<file path="config.mk">
export PLATFORM = sky130hd
export DESIGN_NAME = sram_like_arbiter
export DESIGN_NICKNAME = d
export VERILOG_FILES = /design/src/rtl/sram_like_arbiter.sv
export SDC_FILE = /design/constraint.sdc
export NUM_CORES = 1
export LEC_CHECK = 0
export ABC_AREA = 1
export BUFFER_PORTS_ARGS = -buffer_cell sky130_fd_sc_hd__buf_2
export CAP_MARGIN = 30
export CORE_AREA = 2 2 126 128
export CTS_BUF_LIST = sky130_fd_sc_hd__clkbuf_4
export DETAILED_ROUTE_END_ITERATION = 10
export DIE_AREA = 0 0 128 130
export SKIP_LAST_GASP = 1
export SYNTH_ARGS = -nofsm -noshare
export SYNTH_HDL_FRONTEND = slang
export SYNTH_SLANG_ARGS = --single-unit
</file>
<file path="constraint.sdc">
create_clock -name clk -period 5.3 [get_ports clk]
set_clock_uncertainty 0.05 [all_clocks]
set_input_delay 0.795 -clock clk [delete_from_list [all_inputs] [get_ports clk]]
set_output_delay 0.795 -clock clk [all_outputs]
set_load 0.01 [all_outputs]
</file>
<file path="src/rtl/sram_like_arbiter.sv">
// Two-master to one-slave arbiter for an SRAM-like bus: data has priority, a stalled
// grant stays locked, and an owner FIFO routes in-order responses back to their master.
module sram_like_arbiter #(
    parameter int OT_DEPTH = 4
) (
    input  logic        clk,
    input  logic        resetn,

    input  logic        inst_req,
    input  logic        inst_wr,
    input  logic [1:0]  inst_size,
    input  logic [3:0]  inst_wstrb,
    input  logic [31:0] inst_addr,
    input  logic [31:0] inst_wdata,
    output logic        inst_addr_ok,
    output logic        inst_data_ok,
    output logic [31:0] inst_rdata,

    input  logic        data_req,
    input  logic        data_wr,
    input  logic [1:0]  data_size,
    input  logic [3:0]  data_wstrb,
    input  logic [31:0] data_addr,
    input  logic [31:0] data_wdata,
    output logic        data_addr_ok,
    output logic        data_data_ok,
    output logic [31:0] data_rdata,

    output logic        out_req,
    output logic        out_wr,
    output logic [1:0]  out_size,
    output logic [3:0]  out_wstrb,
    output logic [31:0] out_addr,
    output logic [31:0] out_wdata,
    input  logic        out_addr_ok,
    input  logic        out_data_ok,
    input  logic [31:0] out_rdata,

    output logic        proto_err
);

    localparam int PTR_W = (OT_DEPTH > 1) ? $clog2(OT_DEPTH) : 1;
    localparam int CNT_W = $clog2(OT_DEPTH + 1);

    typedef enum logic {
        OWN_INST = 1'b0,
        OWN_DATA = 1'b1
    } owner_e;

    logic [OT_DEPTH-1:0] owner_q;
    logic [PTR_W-1:0]    wr_ptr_q;
    logic [PTR_W-1:0]    rd_ptr_q;
    logic [CNT_W-1:0]    count_q;
    logic                lock_q;
    owner_e              lock_owner_q;

    owner_e grant;
    logic   locked_req;
    logic   grant_req;
    logic   full;
    logic   empty;
    logic   accept;
    logic   pop;
    logic   head;

    assign full  = (count_q == CNT_W'(OT_DEPTH));
    assign empty = (count_q == '0);

    assign locked_req = (lock_owner_q == OWN_DATA) ? data_req : inst_req;

    // A held lock survives only while its master keeps requesting; otherwise re-arbitrate now.
    always_comb begin
        // NOTE: default first so every path assigns grant and no latch is inferred.
        grant = OWN_DATA;
        if (lock_q && locked_req)
            grant = lock_owner_q;
        else if (data_req)
            grant = OWN_DATA;
        else if (inst_req)
            grant = OWN_INST;
    end

    assign grant_req = (grant == OWN_DATA) ? data_req : inst_req;

    assign out_req   = resetn && grant_req && !full;
    assign out_wr    = (grant == OWN_DATA) ? data_wr    : inst_wr;
    assign out_size  = (grant == OWN_DATA) ? data_size  : inst_size;
    assign out_wstrb = (grant == OWN_DATA) ? data_wstrb : inst_wstrb;
    assign out_addr  = (grant == OWN_DATA) ? data_addr  : inst_addr;
    assign out_wdata = (grant == OWN_DATA) ? data_wdata : inst_wdata;

    assign accept       = out_req && out_addr_ok;
    assign inst_addr_ok = accept && (grant == OWN_INST);
    assign data_addr_ok = accept && (grant == OWN_DATA);

    assign head         = owner_q[rd_ptr_q];
    assign pop          = resetn && out_data_ok && !empty;
    assign inst_data_ok = pop && (head == OWN_INST);
    assign data_data_ok = pop && (head == OWN_DATA);

    assign inst_rdata = out_rdata;
    assign data_rdata = out_rdata;

    // NOTE: the owner storage is not reset; the count and pointers alone decide which entries are live.
    always_ff @(posedge clk) begin
        if (accept)
            owner_q[wr_ptr_q] <= grant;
    end

    always_ff @(posedge clk) begin
        if (!resetn) begin
            wr_ptr_q     <= '0;
            rd_ptr_q     <= '0;
            count_q      <= '0;
            lock_q       <= 1'b0;
            lock_owner_q <= OWN_DATA;
            proto_err    <= 1'b0;
        end else begin
            if (accept)
                wr_ptr_q <= wr_ptr_q + PTR_W'(1);
            if (pop)
                rd_ptr_q <= rd_ptr_q + PTR_W'(1);

            case ({accept, pop})
                2'b10:   count_q <= count_q + CNT_W'(1);
                2'b01:   count_q <= count_q - CNT_W'(1);
                default: count_q <= count_q;
            endcase

            // A response with nothing outstanding has no owner to go to.
            if (out_data_ok && empty)
                proto_err <= 1'b1;

            if (out_req && !out_addr_ok) begin
                lock_q       <= 1'b1;
                lock_owner_q <= grant;
            end else if (accept) begin
                lock_q <= 1'b0;
            end else if (lock_q && !locked_req) begin
                lock_q <= 1'b0;
            end
        end
    end

endmodule

</file>
==> run summary, run 1 <==
Outcome: complete, no violations
N_diodes: 0
Setup TNS: 0 ns
Final setup fails: 0
Cell Area, Synth: 0.002228 mm2
Crit path capture type: output pin
Worst Tran Pin Value: 0.7549 ns
Number of max-cap violations: 0
CP arrival: 2.38 ns
Final core utilization: 0.1954
Period utilisation layout: 0.6087
IO Port Bufs: 224
Initial Utilization: 0.1445
Dpl cell area: 0.002988 mm2
Number of synthesis warnings: 0
Setup WS post-layout: 2.074 ns
Nets@finish: 740
Distinct cells, synth: 20
Vias in the first global route: 2313
Hold Path End: count_q[0]
Fin crit period: 3.226 ns
Iter 0 DRT Violations: 123
Post-synth top area cell: nand2_1
Count leader, synth: nand2_1
Post-CTS Hold Fix Bufs: 0
Final Max Slew Viols: 0
Hold path depth: 1
Die height: 130 um
Layout cells sized above 1: 0.4250
# rows: 46
Post-CTS setup buffer count: 0
Root Buffer: clkbuf_4
Power Total: 0.4360 mW
Area grow syn2layout: 35.26%
R2R depth: 12
Post-Place Worst Slack: 2.065 ns
TritonCTS clock tree: built
Lkg Pwr: 1.923 nW
Ys async rst share: 0
Slew Limit Headroom: 0.4967
Pin count of the biggest net entering global routing: 78
Post-synth top cells: nand2_1, buf_4, inv_1, nor2_1, dfxtp_1
Startpoint types: primary input
Die ar.: 0.01664 mm2
CP max FO: 48
GP Congestion: 0.7106
CTS Buf Count: 3
Detailed-route wire length per cell: 11.76 um
R2R Path Start: count_q[0]
GR Util All Layers: 0.09180
Avg Cell Area, Syn: 5.529 um2
HP Class: register to register
CP required: 4.45 ns
Number of vias per cell: 3.722
First-pass GRT wire length: 12020 um
Final instance area: 0.003014 mm2
Post-Route WL: 8763 um
H-Tree Depth: 1
Power Dens Cells: 144.7 mW/mm2
I/O Pins: 321
Width of the die: 128 um
Sink Count: 14
Synth Register Bits: 14
TritonRoute pass-1 iters: 6
Synth Instances: 403
Initial antenna violation count: 0
# resized after CTS: 0
Clock-pin slew on the worst setup and hold paths: 0.09 ns
Register area share after synthesis: 0.1437
Register-to-Register Setup Slack: 3.22 ns
Core Region: 0.01542 mm2
Net Count, Synth: 589
Congestion Overflow GR: 0
Main flop type after synthesis: dfxtp_1
WS Path Type: primary input to output pin
RSZ-0062 raised after global routing: false
Worst R2R End: count_q[2]
Dpl hpwl: 7266 um
Worst hold start: count_q[0]
Clock latency on the worst-skew pair: 0.28 ns
Yosys top cell area share: 0.3958
Final Hold Fails: 0
# DRC: 0
Worst vdd ir: 52.31 uV
Peak Freq: 309.9 MHz
Clock Path Buffers: 2
Number of synthesized flops with an enable pin: 4
Ranking of synthesized cells by area: nand2_1, buf_4, dfxtp_1
Antenna Violating Nets Remaining: 0
Vias post-DR: 2773
## sequential cells by signal (all words and copies together) (netlist names)
register,count
count_q,3
lock_owner_q,1
lock_q,1
owner_q,4
proto_err,1
rd_ptr_q,2
wr_ptr_q,2
## kinds of logic after synthesis
kind of cell | count (synthesis) | share of synthesized area
AND/OR/NAND/NOR | 264 | 0.4660
adder cells (fa/ha/maj) | 6 | 0.03706
AO/OA/AOI/OAI | 13 | 0.02920
flip-flops | 14 | 0.1437
buffers and inverters | 106 | 0.3240
## area by class of cell
class,count,area (um2)
Clock buffer,3,22.52
Clock inverter,1,3.754
Fill cell,1799,12410
Inverter,26,97.59
Multi-Input combinational cell,283,1194
Sequential cell,14,320.3
Tap cell,192,240.2
Timing Repair Buffer,226,1136
## power breakdown
group,internal [mW],switching [mW]
sequential,0.117,0.00509
combinational,0.108,0.142
clock,0.0273,0.0369
## cells in the final DEF, fill, tap and decap left out, drive strengths merged, types with 3 or more instances in the layout
| cell type | n |
|---|---|
| a21oi | 6 |
| edfxtp | 4 |
| nand4 | 4 |
| inv | 26 |
| dfxtp | 10 |
| clkbuf | 3 |
| ha | 5 |
| buf | 226 |
| nand2 | 236 |
| nor2 | 17 |
| nand3 | 6 |
| o21ai | 7 |
## how the worst max path moves through the flow
stage              from            end  cells after the start
6_report       data_req  out_wdata[27]                      8
2_1_floorplan    resetn     count_q[2]                     13
5_1_grt        data_req  out_wdata[27]                      8
4_1_cts        data_req  out_wdata[27]                      8
3_5_place_dp   data_req  out_wdata[27]                      8
3_3_place_gp   data_req  out_wdata[29]                      8
## worst max-delay path, cell delays in order
cell     delay, ns
buf_2         0.11
nand2_1       0.12
nand3_4       0.09
inv_2         0.33
buf_4         0.50
nand2_1       0.10
nand2_1       0.14
buf_2         0.15
## per-layer routing
| layer | up-vias | share of wire | GRT usage |
|---|---|---|---|
| met5 | - | 0 | 0 |
| met4 | 0 | 0.015 | 0.02715 |
| met3 | 20 | 0.099 | 0.02706 |
| met2 | 161 | 0.45 | 0.1390 |
| met1 | 1150 | 0.44 | 0.1262 |
| li1 | 1442 | - | - |
## metrics by stage
| stage | hold slack, ns | std cells |
|---|---|---|
| after global routing | 0.4589 | 745 |
| after floorplan | 0.3848 | 403 |
| after CTS | 0.4296 | 745 |
| after detailed placement | 0.4141 | 741 |
| final | 0.4303 | 745 |
| after global placement | 0.3875 | 741 |
Note: power is estimated with default switching activity, not from simulation.
==> inputs of run 2 (changes only) <==
- CORE_AREA: 2 2 126 128 -> 2 2 123 125
- DIE_AREA: 0 0 128 130 -> 0 0 125 127
- clock period: 5.3 -> 2.63 ns (I/O delays scaled with it)
==> run summary, run 2 (synthesis gave the netlist of run 1 again) <==
IO Port Bufs: 224 (unchanged)
Dpl hpwl: 6986 um (was 7266 um)
Worst vdd ir: 150.2 uV (was 52.31 uV)
Inst Count DP: 735 (was 741)
Width of the die: 125 um (was 128 um)
Post-CTS Hold Fix Bufs: 0 (unchanged)
HP Class: primary input to register (was register to register)
Post-CTS setup buffer count: 0 (unchanged)
I/O Pins: 321 (unchanged)
# rows: 44 (was 46)
Vias post-DR: 2779 (was 2773)
Congestion Overflow GR: 0 (unchanged)
Final core utilization: 0.2088 (was 0.1954)
Fin crit period: 2.088 ns
Setup TNS: 0 ns (unchanged)
Number of max-cap violations: 0 (unchanged)
Clock Path Buffers: 2 (unchanged)
Detailed-route wire length per cell: 11.00 um (was 11.76 um)
Clock latency on the worst-skew pair: 0.30 ns (was 0.28 ns)
Initial antenna violation count: 0 (unchanged)
Most flops, register: owner_q (unchanged)
# DRC: 0 (unchanged)
Crit path capture type: register (was output pin)
Die ar.: 0.01588 mm2 (was 0.01664 mm2)
Final Hold Fails: 0 (unchanged)
CTS Buf Count: 3 (unchanged)
TritonCTS clock tree: built (unchanged)
WS Path Type: register to register (was primary input to output pin)
Layout cells sized above 1: 0.4270 (was 0.4250)
Startpoint types: register (was primary input)
Worst hold slack: 0.3371 ns (was 0.4303 ns)
Nets@finish: 742 (was 740)
# resized after CTS: 0 (unchanged)
Area grow syn2layout: 35.15% (was 35.26%)
Die height: 127 um (was 130 um)
H-Tree Depth: 1 (unchanged)
Root Buffer: clkbuf_4 (unchanged)
Iter 0 DRT Violations: 84 (was 123)
First-pass GRT wire length: 11960 um (was 12020 um)
Top Registers: owner_q (4), count_q (3) (unchanged)
CP max FO: 10 (was 48)
Antenna Violating Nets Remaining: 0 (unchanged)
Peak Freq: 479.0 MHz
RSZ-0062 raised after global routing: false (unchanged)
Initial Utilization: 0.1545 (was 0.1445)
Clock-pin slew on the worst setup and hold paths: 0.08 ns (was 0.09 ns)
Final setup fails: 0 (unchanged)
Commonest non-fill, non-tap cell in the layout: nand2_1 (unchanged)
Number of vias per cell: 3.760 (was 3.722)
Period utilisation layout: 0.7938
GR Util All Layers: 0.09167 (was 0.09180)
Pin count of the biggest net entering global routing: 46 (was 78)
Sink Count: 14 (unchanged)
Most frequent cells in the layout: nand2_1, buf_2, inv_1 (unchanged)
CP arrival: 2.24 ns (was 2.38 ns)
R2R depth: 11 (was 12)
Worst Tran Pin Value: 0.4304 ns (was 0.7549 ns)
Hold path depth: 3 (was 1)
TritonRoute pass-1 iters: 4 (was 6)
Lkg Pwr: 1.932 nW (was 1.923 nW)
Outcome: complete, no violations (unchanged)
Post-Route WL: 8129 um (was 8763 um)
Post-Place Worst Slack: 0.4186 ns (was 2.065 ns)
Largest register FFs: 4 (unchanged)
CP required: 2.78 ns (was 4.45 ns)
Setup WS post-layout: 0.5423 ns (was 2.074 ns)
Final Max Slew Viols: 0 (unchanged)
Power Dens Cells: 289.4 mW/mm2 (was 144.7 mW/mm2)
GP Congestion: 0.7548 (was 0.7106)
Post-route insts no fill: 739 (was 745)
Vias in the first global route: 2408 (was 2313)
Core Region: 0.01442 mm2 (was 0.01542 mm2)
Slew Limit Headroom: 0.7131 (was 0.4967)
N_diodes: 0 (unchanged)
## run 2: cell types whose count changed in the layout (fill, tap and decap cells not counted)
cell / change
buf_4: +2
nand3_2: +1
nand3_4: -1
## run 2: worst paths after layout
| check | start | end | slack (ns) |
|---|---|---|---|
| worst min-delay path | out_data_ok | proto_err | 0.34 |
| worst min register to register | proto_err | proto_err | 0.41 |
| worst max register to register | count_q[0] | count_q[2] | 0.54 |
| worst max-delay path | count_q[0] | count_q[2] | 0.54 |
## run 2: metrics by stage
stage	power (mW)	instance area, um2
floorplan	0.6139	2228
global placement	0.7485	2985
detailed placement	0.7496	2985
CTS	0.8844	3012
global route	0.9473	3012
finish	0.8716	3012
## run 2: report_power, final
part | internal [mW] | switching, mW
sequential | 0.236 | 0.00978
combinational | 0.219 | 0.274
clock | 0.0554 | 0.0774
## run 2: area by class of cell
cell class                 instances  area, um2
tap                              184      230.2
fill                            1674      11410
clock inverter                     1      3.754
timing repair buffer             228       1151
multi-input combinational        283       1186
sequential                        14      320.3
inverter                          26      97.59
clock buffer                       3      22.52
## run 2: layer usage
metal	track usage	wire length, um	up-vias
met1	0.1130	3242	1128
met4	0.02941	180	0
met2	0.1515	3708	187
li1	-	-	1444
met3	0.03057	998	20
met5	0	0	-
## run 2: worst max-delay path, cell delays in order, from the launching register on
cell and delay, ns:
dfxtp_1 0.33, nor2_1 0.19, nand2_2 0.15, nand3_4 0.17
ha_1 0.16, inv_1 0.06, fa_1 0.37, or2_2 0.31
nand3_1 0.07, nand2_1 0.05, inv_1 0.04, nor2_1 0.03
